--- src/rtl/wb_stage_ext_if.sv ---
`default_nettype none
// ============================================================================
// Module   : wb_stage_ext_if
// Brief    : MEM-to-WB bundle: pipeline controls, MEM results, WB outputs.
// Revision : 1.0
// ============================================================================
interface wb_stage_ext_if #(
    parameter int NB_DATA = 32,
    parameter int NB_REG  = 5,
    parameter int NB_PC   = 32,
    parameter int NB_CNT  = 32
);
    logic               i_enable;
    logic               i_flush;
    logic               i_MEM_valid;
    logic               i_MEM_reg_write;
    logic               i_MEM_mem_to_reg;
    logic               i_MEM_r31_ctrl;
    logic [1:0]         i_MEM_load_size;
    logic               i_MEM_load_unsigned;
    logic [1:0]         i_MEM_byte_offset;
    logic [NB_DATA-1:0] i_MEM_mem_data;
    logic [NB_DATA-1:0] i_MEM_alu_result;
    logic [NB_REG-1:0]  i_MEM_selected_reg;
    logic [NB_PC-1:0]   i_MEM_pc;
    logic               i_MEM_halt;
    logic               o_WB_reg_write;
    logic [NB_REG-1:0]  o_WB_selected_reg;
    logic [NB_DATA-1:0] o_WB_selected_data;
    logic               o_WB_valid;
    logic               o_WB_halt;
    logic [NB_CNT-1:0]  o_retired_count;

    modport master (
        output i_enable, i_flush, i_MEM_valid, i_MEM_reg_write, i_MEM_mem_to_reg,
               i_MEM_r31_ctrl, i_MEM_load_size, i_MEM_load_unsigned, i_MEM_byte_offset,
               i_MEM_mem_data, i_MEM_alu_result, i_MEM_selected_reg, i_MEM_pc, i_MEM_halt,
        input  o_WB_reg_write, o_WB_selected_reg, o_WB_selected_data, o_WB_valid,
               o_WB_halt, o_retired_count
    );

    modport slave (
        input  i_enable, i_flush, i_MEM_valid, i_MEM_reg_write, i_MEM_mem_to_reg,
               i_MEM_r31_ctrl, i_MEM_load_size, i_MEM_load_unsigned, i_MEM_byte_offset,
               i_MEM_mem_data, i_MEM_alu_result, i_MEM_selected_reg, i_MEM_pc, i_MEM_halt,
        output o_WB_reg_write, o_WB_selected_reg, o_WB_selected_data, o_WB_valid,
               o_WB_halt, o_retired_count
    );
endinterface
`default_nettype wire

--- src/rtl/wb_stage_ext.sv ---
`default_nettype none
// ============================================================================
// Module   : wb_stage_ext
// Brief    : MIPS MEM/WB register, load extension, WB source select, retire/halt.
// Revision : 1.0
// ============================================================================
module wb_stage_ext #(
    parameter int NB_DATA     = 32,
    parameter int NB_REG      = 5,
    parameter int NB_PC       = 32,
    parameter int LINK_REG    = 31,
    parameter int LINK_OFFSET = 8,
    parameter int NB_CNT      = 32
) (
    input  wire logic      i_clock,
    input  wire logic      i_reset,
    wb_stage_ext_if.slave  bus
);
    localparam logic [NB_PC-1:0]  c_link_offset = NB_PC'(LINK_OFFSET);
    localparam logic [NB_REG-1:0] c_link_reg    = NB_REG'(LINK_REG);

    logic               r_valid;
    logic               r_reg_write;
    logic [NB_REG-1:0]  r_reg;
    logic [NB_DATA-1:0] r_data;
    logic               r_halt;
    logic [NB_CNT-1:0]  r_count;

    logic               w_capture;
    logic [7:0]         w_lane_byte;
    logic [15:0]        w_lane_half;
    logic [NB_DATA-1:0] w_load_data;
    logic [NB_PC-1:0]   w_link_pc;
    logic [NB_DATA-1:0] w_wb_data;
    logic [NB_REG-1:0]  w_wb_reg;

    assign w_capture = !bus.i_flush && bus.i_enable && !r_halt;
    assign w_link_pc = bus.i_MEM_pc + c_link_offset;

    // Little-endian lane pick; half-word ignores byte_offset[0].
    always_comb begin
        w_lane_byte = 8'h00;
        w_lane_half = 16'h0000;
        case (bus.i_MEM_byte_offset)
            2'd0:    w_lane_byte = bus.i_MEM_mem_data[7:0];
            2'd1:    w_lane_byte = bus.i_MEM_mem_data[15:8];
            2'd2:    w_lane_byte = bus.i_MEM_mem_data[23:16];
            default: w_lane_byte = bus.i_MEM_mem_data[31:24];
        endcase
        if (bus.i_MEM_byte_offset[1]) w_lane_half = bus.i_MEM_mem_data[31:16];
        else                          w_lane_half = bus.i_MEM_mem_data[15:0];
    end

    always_comb begin
        w_load_data = bus.i_MEM_mem_data;
        case (bus.i_MEM_load_size)
            2'b00: begin
                w_load_data = {{(NB_DATA-8){w_lane_byte[7] & !bus.i_MEM_load_unsigned}},
                               w_lane_byte};
            end
            2'b01: begin
                w_load_data = {{(NB_DATA-16){w_lane_half[15] & !bus.i_MEM_load_unsigned}},
                               w_lane_half};
            end
            default: w_load_data = bus.i_MEM_mem_data;
        endcase
    end

    always_comb begin
        w_wb_data = bus.i_MEM_alu_result;
        w_wb_reg  = bus.i_MEM_selected_reg;
        if (bus.i_MEM_r31_ctrl) begin
            w_wb_data = NB_DATA'(w_link_pc);
            w_wb_reg  = c_link_reg;
        end else if (bus.i_MEM_mem_to_reg) begin
            w_wb_data = w_load_data;
        end
    end

    // Halt is sticky across flushes; only reset clears it.
    always_ff @(posedge i_clock or negedge i_reset) begin
        if (!i_reset) begin
            r_valid     <= 1'b0;
            r_reg_write <= 1'b0;
            r_reg       <= '0;
            r_data      <= '0;
            r_halt      <= 1'b0;
            r_count     <= '0;
        end else if (bus.i_flush) begin
            r_valid     <= 1'b0;
            r_reg_write <= 1'b0;
            r_reg       <= '0;
            r_data      <= '0;
        end else if (w_capture) begin
            r_valid     <= bus.i_MEM_valid;
            r_reg_write <= bus.i_MEM_reg_write;
            r_reg       <= w_wb_reg;
            r_data      <= w_wb_data;
            if (bus.i_MEM_valid) begin
                r_count <= r_count + 1'b1;
                if (bus.i_MEM_halt) r_halt <= 1'b1;
            end
        end
    end

    assign bus.o_WB_reg_write     = r_valid && r_reg_write && (r_reg != '0);
    assign bus.o_WB_selected_reg  = r_reg;
    assign bus.o_WB_selected_data = r_data;
    assign bus.o_WB_valid         = r_valid;
    assign bus.o_WB_halt          = r_halt;
    assign bus.o_retired_count    = r_count;
endmodule
`default_nettype wire

--- src/flat_wrapper.sv ---
// flat-port wrapper written by rule: the top's interface ports become plain ports
module wb_stage_ext_flat 
#(
    parameter int NB_DATA     = 32,
    parameter int NB_REG      = 5,
    parameter int NB_PC       = 32,
    parameter int LINK_REG    = 31,
    parameter int LINK_OFFSET = 8,
    parameter int NB_CNT      = 32
)
  (i_clock, i_reset, bus_i_enable, bus_i_flush, bus_i_MEM_valid, bus_i_MEM_reg_write, bus_i_MEM_mem_to_reg, bus_i_MEM_r31_ctrl, bus_i_MEM_load_size, bus_i_MEM_load_unsigned, bus_i_MEM_byte_offset, bus_i_MEM_mem_data, bus_i_MEM_alu_result, bus_i_MEM_selected_reg, bus_i_MEM_pc, bus_i_MEM_halt, bus_o_WB_reg_write, bus_o_WB_selected_reg, bus_o_WB_selected_data, bus_o_WB_valid, bus_o_WB_halt, bus_o_retired_count);
  wb_stage_ext_if #(.NB_DATA(NB_DATA), .NB_REG(NB_REG), .NB_PC(NB_PC), .NB_CNT(NB_CNT)) bus_i ();
  input  wire logic i_clock;
  input  wire logic i_reset;
  input wire logic [$bits(bus_i.i_enable)-1:0] bus_i_enable;
  input wire logic [$bits(bus_i.i_flush)-1:0] bus_i_flush;
  input wire logic [$bits(bus_i.i_MEM_valid)-1:0] bus_i_MEM_valid;
  input wire logic [$bits(bus_i.i_MEM_reg_write)-1:0] bus_i_MEM_reg_write;
  input wire logic [$bits(bus_i.i_MEM_mem_to_reg)-1:0] bus_i_MEM_mem_to_reg;
  input wire logic [$bits(bus_i.i_MEM_r31_ctrl)-1:0] bus_i_MEM_r31_ctrl;
  input wire logic [$bits(bus_i.i_MEM_load_size)-1:0] bus_i_MEM_load_size;
  input wire logic [$bits(bus_i.i_MEM_load_unsigned)-1:0] bus_i_MEM_load_unsigned;
  input wire logic [$bits(bus_i.i_MEM_byte_offset)-1:0] bus_i_MEM_byte_offset;
  input wire logic [$bits(bus_i.i_MEM_mem_data)-1:0] bus_i_MEM_mem_data;
  input wire logic [$bits(bus_i.i_MEM_alu_result)-1:0] bus_i_MEM_alu_result;
  input wire logic [$bits(bus_i.i_MEM_selected_reg)-1:0] bus_i_MEM_selected_reg;
  input wire logic [$bits(bus_i.i_MEM_pc)-1:0] bus_i_MEM_pc;
  input wire logic [$bits(bus_i.i_MEM_halt)-1:0] bus_i_MEM_halt;
  output wire logic [$bits(bus_i.o_WB_reg_write)-1:0] bus_o_WB_reg_write;
  output wire logic [$bits(bus_i.o_WB_selected_reg)-1:0] bus_o_WB_selected_reg;
  output wire logic [$bits(bus_i.o_WB_selected_data)-1:0] bus_o_WB_selected_data;
  output wire logic [$bits(bus_i.o_WB_valid)-1:0] bus_o_WB_valid;
  output wire logic [$bits(bus_i.o_WB_halt)-1:0] bus_o_WB_halt;
  output wire logic [$bits(bus_i.o_retired_count)-1:0] bus_o_retired_count;
  assign bus_i.i_enable = bus_i_enable;
  assign bus_i.i_flush = bus_i_flush;
  assign bus_i.i_MEM_valid = bus_i_MEM_valid;
  assign bus_i.i_MEM_reg_write = bus_i_MEM_reg_write;
  assign bus_i.i_MEM_mem_to_reg = bus_i_MEM_mem_to_reg;
  assign bus_i.i_MEM_r31_ctrl = bus_i_MEM_r31_ctrl;
  assign bus_i.i_MEM_load_size = bus_i_MEM_load_size;
  assign bus_i.i_MEM_load_unsigned = bus_i_MEM_load_unsigned;
  assign bus_i.i_MEM_byte_offset = bus_i_MEM_byte_offset;
  assign bus_i.i_MEM_mem_data = bus_i_MEM_mem_data;
  assign bus_i.i_MEM_alu_result = bus_i_MEM_alu_result;
  assign bus_i.i_MEM_selected_reg = bus_i_MEM_selected_reg;
  assign bus_i.i_MEM_pc = bus_i_MEM_pc;
  assign bus_i.i_MEM_halt = bus_i_MEM_halt;
  assign bus_o_WB_reg_write = bus_i.o_WB_reg_write;
  assign bus_o_WB_selected_reg = bus_i.o_WB_selected_reg;
  assign bus_o_WB_selected_data = bus_i.o_WB_selected_data;
  assign bus_o_WB_valid = bus_i.o_WB_valid;
  assign bus_o_WB_halt = bus_i.o_WB_halt;
  assign bus_o_retired_count = bus_i.o_retired_count;
  wb_stage_ext #(.NB_DATA(NB_DATA), .NB_REG(NB_REG), .NB_PC(NB_PC), .LINK_REG(LINK_REG), .LINK_OFFSET(LINK_OFFSET), .NB_CNT(NB_CNT)) u_core (.i_clock(i_clock), .i_reset(i_reset), .bus(bus_i));
endmodule
--- config.mk ---
export PLATFORM = sky130hd
export DESIGN_NAME = wb_stage_ext_flat
export DESIGN_NICKNAME = d
export VERILOG_FILES = /design/src/rtl/wb_stage_ext_if.sv /design/src/rtl/wb_stage_ext.sv /design/src/flat_wrapper.sv
export SDC_FILE = /design/constraint.sdc
export NUM_CORES = 1
export LEC_CHECK = 0
export BUFFER_PORTS_ARGS = -buffer_cell sky130_fd_sc_hd__buf_2
export CAP_MARGIN = 20
export CORE_ASPECT_RATIO = 0.75
export CORE_MARGIN = 2
export CORE_UTILIZATION = 53
export CTS_CLUSTER_SIZE = 25
export DETAILED_ROUTE_END_ITERATION = 12
export GPL_TIMING_DRIVEN = 0
export PLACE_DENSITY = 0.95
export SYNTH_ARGS = -nofsm -noshare
export SYNTH_HDL_FRONTEND = slang
export SYNTH_SLANG_ARGS = --single-unit
--- constraint.sdc ---
create_clock -name i_clock -period 4.8 [get_ports i_clock]
set_clock_uncertainty 0.2 [all_clocks]
set_input_delay 0.24 -clock i_clock [delete_from_list [all_inputs] [get_ports i_clock]]
set_output_delay 0.24 -clock i_clock [all_outputs]
set_load 0.05 [all_outputs]
==> results of run 1 <==
## repair_timing
action / in CTS / in global routing
buffers inserted: 0 / 0
hold endpoints to repair: 79 / 0
hold buffers: 8 / 0
## metrics by stage
step	hold slack, ps	std cells	total power, mW
floorplan	-256	524	1.06
global placement	259	815	1.24
detailed placement	-47.0	816	1.26
CTS	22.7	839	1.92
global route	32.0	840	1.99
finish	22.8	840	1.93
## power groups by stage
stage / logic (mW) / clock network (mW) / registers [mW]
6_report: 0.567 / 0.664 / 0.696
2_1_floorplan: 0.179 / 0 / 0.877
4_1_cts: 0.560 / 0.670 / 0.695
3_5_place_dp: 0.552 / 0 / 0.705
3_3_place_gp: 0.540 / 0 / 0.703
5_1_grt: 0.598 / 0.686 / 0.701
## synth_stat cells, types with 11 or more instances
| cell | count | share of area [%] |
|---|---|---|
| a21oi_1 | 44 | 4.7 |
| a31oi_1 | 11 | 1.5 |
| clkbuf_1 | 25 | 2.0 |
| dfrtp_1 | 72 | 39 |
| mux2i_1 | 14 | 3.0 |
| nand2_1 | 71 | 5.7 |
| nand3_1 | 21 | 2.2 |
| nand4_1 | 17 | 2.3 |
| nor2_1 | 21 | 1.7 |
| nor3_1 | 12 | 1.3 |
| o21ai_0 | 22 | 2.4 |
| xnor2_1 | 43 | 8.1 |
| xor2_1 | 11 | 2.1 |
## worst max-delay path by stage
stage / slack [ps] / cells after the start / to / from
3_5_place_dp: 2470 / 7 / u_core.bus.o_WB_selected_data[14] / bus_i_MEM_byte_offset[1]
3_3_place_gp: 2500 / 7 / u_core.bus.o_WB_selected_data[14] / bus_i_MEM_byte_offset[1]
5_1_grt: 2300 / 6 / u_core.bus.o_retired_count[17] / u_core.bus.o_WB_halt
6_report: 2510 / 6 / u_core.bus.o_retired_count[31] / u_core.bus.o_WB_halt
4_1_cts: 2540 / 6 / u_core.bus.o_retired_count[31] / u_core.bus.o_WB_halt
2_1_floorplan: 2500 / 5 / u_core.bus.o_retired_count[30] / u_core.bus.o_retired_count[12]
## cell families (layout without fill, tap and decap cells)
| family | Yosys count | in the layout | share of synthesized area (%) |
|---|---|---|---|
| fa+ha+maj | 2 | 2 | 0.535 |
| compound gates | 142 | 142 | 20.3 |
| other cells | 0 | 1 | 0 |
| simple gates | 190 | 190 | 21.6 |
| buf+inv | 42 | 249 | 3.72 |
| mux | 22 | 22 | 5.16 |
| flops | 72 | 72 | 38.5 |
| xor+xnor | 54 | 54 | 10.1 |
## critical path, delay by kind of cell (launching register included)
kind | cells | cell delay, ps
xor+xnor | 1 | 140
buf+inv | 1 | 350
simple gates | 4 | 1070
flops | 1 | 420
## area by class of cell
class / count / area [µm²]
Fill cell: 669 / 2400
Tap cell: 108 / 135
Timing Repair Buffer: 192 / 1030
Clock buffer: 9 / 225
Clock inverter: 6 / 61.3
Antenna cell: 1 / 2.50
Multi-Input combinational cell: 410 / 2700
Buffer: 31 / 133
Sequential cell: 72 / 1800
Inverter: 11 / 41.3
## routing by layer
layer	vias up	routed length, µm	track usage (%)
met3	52	2080	11.9
li1	2347	-	-
met2	341	7680	54.2
met1	2495	7010	49.5
met5	-	0	0
met4	0	466	12.4
==> metrics.md, run 1 <==
| Metric | Value |
|---|---|
| Status | `completed` |
| Core ar. | `8530 µm²` |
| Worst Hold End | `u_core.bus.o_WB_selected_data[1]` |
| Reg2Reg Depth | `6` |
| Worst path required time | `4820 ps` |
| Sequential share of the synthesized area | `38.5%` |
| Setup violators final | `0` |
| Sw frac | `36.3%` |
| Total track usage | `36.1%` |
| Nets | `844` |
| Clock-pin slew on the worst setup and hold paths | `60 ps` |
| Min-delay src | `bus_i_MEM_pc[1]` |
| Global-route wire length before repair | `26.6 mm` |
| Hold Vio Cnt, Final | `0` |
| DP Area | `5760 µm²` |
| R2R Path Start | `u_core.bus.o_WB_halt` |
| Post-route cell area | `6130 µm²` |
| Clk_lat worst skew | `340 ps` |
| CP cell instances | `nor3b_1, clkbuf_1, nand3_1, nor4_4, nand4_1, xnor2_1` |
| Max Cap Viol | `0` |
| Via count | `5235` |
| Worst Tran Pin Value | `642 ps` |
| Post-place setup slack | `2470 ps` |
| Post-Syn Nets | `641` |
| Logic pwr share | `29.4%` |
| Port Buffer Count | `183` |
| Yosys cell types | `56` |
| Layout cells sized above 1 | `32.4%` |
| Die height | `85.4 µm` |
| Clock network power share | `34.5%` |
| Crit. End Element | `flip-flop` |
| DR iter-0 viols | `598` |
| Drt total wl | `17.2 mm` |
| Int Power | `1.23 mW` |
| FFs w/ async S/R, synth | `100%` |
| Flop pwr share | `36.1%` |
| Fin util | `71.9%` |
| Fin. max-slew vios | `0` |
| Final antenna-violating net count | `0` |
| Worst IR Drop VDD | `0.242 mV` |
| Final period util | `47.8%` |
| Row count | `29` |
| Setup tns final | `0 ps` |
| Clock Path Buffers | `2` |
| Pre-antenna DRT Iters | `5` |
| Kind of critical path | `flip-flop to flip-flop` |
| CTS H-Tree Depth | `3` |
| Total grt overflow | `0` |
| Number of CTS-inserted buffers | `9` |
| Initial Util | `54.9%` |
| Die area | `9600 µm²` |
| RSZ-0062 raised after global routing | `no` |
| Yosys reg bits | `72` |
| Psw | `0.700 mW` |
| Most frequent cells in the layout | `186 x buf_2, 72 x dfrtp_1, 71 x nand2_1, 44 x a21oi_1, 43 x xnor2_1` |
| LEAKAGE | `3.02 nW` |
| WP data arrival | `2310 ps` |
| Drt via density | `6.23` |
| Wire per inst | `20.5 µm` |
| Avg Inst Size Synth | `8.93 µm²` |
| Num Clock Sinks | `72` |
| CTS tree | `done` |
| CP Launch Type | `flip-flop` |
| Die extent in x | `112 µm` |
| Synth Instances | `524` |
| Shortest period the worst path allows | `2290 ps` |
| Relative slew margins | `56.9%` |
| Yosys Warn Count | `0` |
| Routability congestion estimate | `1.06` |
| Vias in the first global route | `5035` |
| Ys flop type | `dfrtp_1` |
| Worst-path maximum fanout | `10` |
| CP max stage cell | `dfrtp_1` |
| Synth Cell Area | `4680 µm²` |
| Post-DP HPWL | `13.4 mm` |
| Pwr per Cell Area | `314 nW/µm²` |
| Initial antenna violation count | `2` |
| Worst path max stage delay | `420 ps` |
| Reg2Reg Setup Slack | `2510 ps` |
| Post-CTS resize count | `0` |
| Post-synth EDFFs | `0` |
| Residual DRC | `0` |
| Hold Path Class | `input port to flip-flop` |
| Worst Setup Slack, final | `2510 ps` |
| Largest net degree at the start of global routing | `53` |
| Most common cell after layout, fill and taps aside | `buf_2` |
| Max Clk Rate | `436 MHz` |
| Synth-to-Final Area Change | `31.0%` |
| CTS root buffer | `clkbuf_16` |
| Top Ports | `187` |
| Hold depth | `3` |
| Reg-to-reg critical path endpoint | `u_core.bus.o_retired_count[31]` |
Power figures use the tool's default switching activity.
==> run 2: changes to the inputs <==
Settings changed: ABC_AREA set to 1, CORE_UTILIZATION 53 to 52, PLACE_DENSITY 0.95 to 0.92.
Clock period 4.8 ns to 2.3 ns, I/O delays scaled along.
==> metrics.md, run 2 <==
| Metric | Value |
|---|---|
| Die extent in x | `123 µm` |
| Die height | `93.1 µm` |
| Most frequent cells in the layout | `338 x nand2_1, 191 x buf_2, 100 x nor2_1, 73 x inv_1, 72 x dfrtp_1` |
| Pwr per Cell Area | `437 nW/µm²` |
| Non-Filler Instances | `1246` |
| Vias in the first global route | `6095` |
| Nets | `1222` |
| Drt via density | `5.51` |
| Fin. max-slew vios | `0` |
| Synth Instances | `873` |
| Clock-pin slew on the worst setup and hold paths | `60 ps` |
| Clock Path Buffers | `2` |
| RSZ-0062 raised after global routing | `no` |
| Top Ports | `187` |
| Post-synth EDFFs | `0` |
| Synth area leader | `dfrtp_1` |
| Max Clk Rate | `466 MHz` |
| Largest net degree at the start of global routing | `73` |
| Kind of critical path | `flip-flop to flip-flop` |
| Avg Inst Size Synth | `6.31 µm²` |
| Residual DRC | `0` |
| Layout cells sized above 1 | `23.0%` |
| Most common cell after layout, fill and taps aside | `nand2_1` |
| Worst Tran Pin Value | `885 ps` |
| Yosys Warn Count | `0` |
| Num Clock Sinks | `72` |
| Final Hold Slack | `6.84 ps` |
| Post-Syn Nets | `990` |
| Routability congestion estimate | `1.06` |
| Commonest cells in the synthesized netlist | `338 x nand2_1, 100 x nor2_1, 73 x inv_1` |
| Reg2Reg Depth | `7` |
| Row count | `32` |
| Hold Vio Cnt, Final | `0` |
| Flop pwr share | `40.0%` |
| Post-place setup slack | `311 ps` |
| Setup tns final | `0 ps` |
| Int Power | `2.27 mW` |
| Number of diodes | `0` |
| Port Buffer Count | `184` |
| Yosys top cell area share | `32.7%` |
| Total grt overflow | `0` |
| Initial Util | `53.5%` |
| Crit. End Element | `flip-flop` |
| CP Launch Type | `flip-flop` |
| Worst-path maximum fanout | `10` |
| DR iter-0 viols | `924` |
| Synth Cell Area | `5510 µm²` |
| Ys flop type | `dfrtp_1` |
| Sequential share of the synthesized area | `32.7%` |
| Final antenna-violating net count | `0` |
| Relative slew margins | `41.0%` |
| CTS tree | `done` |
| Yosys cell types | `42` |
| Worst Setup Slack, final | `153 ps` |
| Cells after DPL | `1193` |
| Wire per inst | `15.8 µm` |
| Global-route wire length before repair | `30.6 mm` |
| LEAKAGE | `4.03 nW` |
| Drt total wl | `19.7 mm` |
| Core ar. | `10300 µm²` |
| DP Area | `6600 µm²` |
| CTS root buffer | `clkbuf_16` |
| Hold depth | `5` |
| Number of CTS-inserted buffers | `9` |
| Max Cap Viol | `0` |
| Initial antenna violation count | `0` |
| Post-route cell area | `7260 µm²` |
| Post-CTS setup buffers | `0` |
| Sw frac | `28.5%` |
| Via count | `6871` |
| Worst path required time | `2370 ps` |
| Final period util | `93.4%` |
| Post-DP HPWL | `14.9 mm` |
| FFs w/ async S/R, synth | `100%` |
| Total track usage | `34.9%` |
| Logic pwr share | `18.6%` |
| Worst IR Drop VDD | `0.334 mV` |
| CTS H-Tree Depth | `3` |
| Clk_lat worst skew | `330 ps` |
| Shortest period the worst path allows | `2150 ps` |
| Yosys reg bits | `72` |
| Top post-synthesis cells by area | `dfrtp_1 33%, nand2_1 23%, nor2_1 6.8%, a21oi_1 5.0%, inv_1 5.0%` |
| Synth-to-Final Area Change | `31.7%` |
| Hold Path Class | `input port to flip-flop` |
| Clock network power share | `41.4%` |
| WP data arrival | `2220 ps` |
| Top-count cell post-synth | `nand2_1` |
| Die area | `11400 µm²` |
| Status | `completed` |
| Setup violators final | `0` |
| Pre-antenna DRT Iters | `10` |
| Psw | `0.903 mW` |
==> run 2: cell count changes in the layout (fill, tap and decap cells not counted), sizes merged, moves of 9 or more <==
cell,delta
inv,+74
nand2,+286
and3,-11
dlygate4sd3,+29
nor2,+87
mux2i,-14
o221a,-10
o21ai,+21
a21oi,+11
clkbuf,-9
a31oi,-11
xnor2,-33
nand3,+33
==> run 2: critical path, stage by stage (launching register included) <==
cell and delay (ps):
dfrtp_1 360, inv_2 60, nand3_4 190, inv_2 100
nor2_2 430, nand2_1 110, nand2_1 90, dlygate4sd3_1 540
==> run 2: layout make-up <==
class                           count  area, µm²
Multi-Input combinational cell    691       3200
Fill cell                         873       3030
Sequential cell                    72       1800
Timing Repair Buffer              221       1290
Inverter                           81        312
Clock buffer                       11        243
Buffer                             29        194
Tap cell                          136        170
Clock inverter                      5       38.8
==> run 2: stage by stage <==
step | power (mW) | util (%)
floorplan | 1.57 | -
global placement | 1.80 | 64.1
CTS | 3.15 | 70.5
detailed placement | 1.81 | 64.2
finish | 3.17 | 70.5
global route | 3.29 | 70.5
==> run 2: power groups by stage <==
stage	Clock, mW	Combinational (mW)	Sequential, mW
6_report	1.31	0.590	1.27
5_1_grt	1.38	0.637	1.27
4_1_cts	1.33	0.561	1.27
3_5_place_dp	0	0.515	1.29
3_3_place_gp	0	0.512	1.29
2_1_floorplan	0	0.282	1.29
==> run 2: what timing repair did <==
action / 4_1_cts / 5_1_grt
endpoints found under the hold margin: 104 / 0
setup endpoints to repair: 0 / 1
resized for setup: 0 / 2
hold buffers: 37 / 0
==> run 2: cells by family after synthesis <==
| logic type | Yosys count | share of synthesized area, % |
|---|---|---|
| xor gates and xnor gates | 27 | 4.29 |
| DFF | 72 | 32.7 |
| AOI/OAI and AO/OA | 109 | 10.4 |
| adders and majority gates | 2 | 0.454 |
| buffers and inverters | 110 | 9.15 |
| and+or+nand+nor | 553 | 43.0 |
==> run 2: path summary, 6_finish.rpt <==
path,slack [ps],startpoint,endpoint
setup / recovery,150,u_core.bus.o_WB_halt,u_core.bus.o_WB_selected_data[23]
hold / removal,7,bus_i_MEM_alu_result[25],u_core.bus.o_WB_selected_data[25]
setup reg to reg,150,u_core.bus.o_WB_halt,u_core.bus.o_WB_selected_data[23]
hold reg to reg,280,u_core.bus.o_WB_selected_data[5],u_core.bus.o_WB_selected_data[5]
max in group asynchronous,1080,i_reset,u_core.bus.o_WB_selected_data[28]
min in group asynchronous,240,i_reset,u_core.bus.o_retired_count[12]
==> run 2: routing by layer <==
layer / wire length [µm] / GRT usage, % / up-vias
met4: 852 / 12.6 / 0
met1: 8170 / 50.7 / 3052
li1: - / - / 3229
met5: 0 / 0 / -
met2: 7980 / 50.1 / 497
met3: 2670 / 8.23 / 93
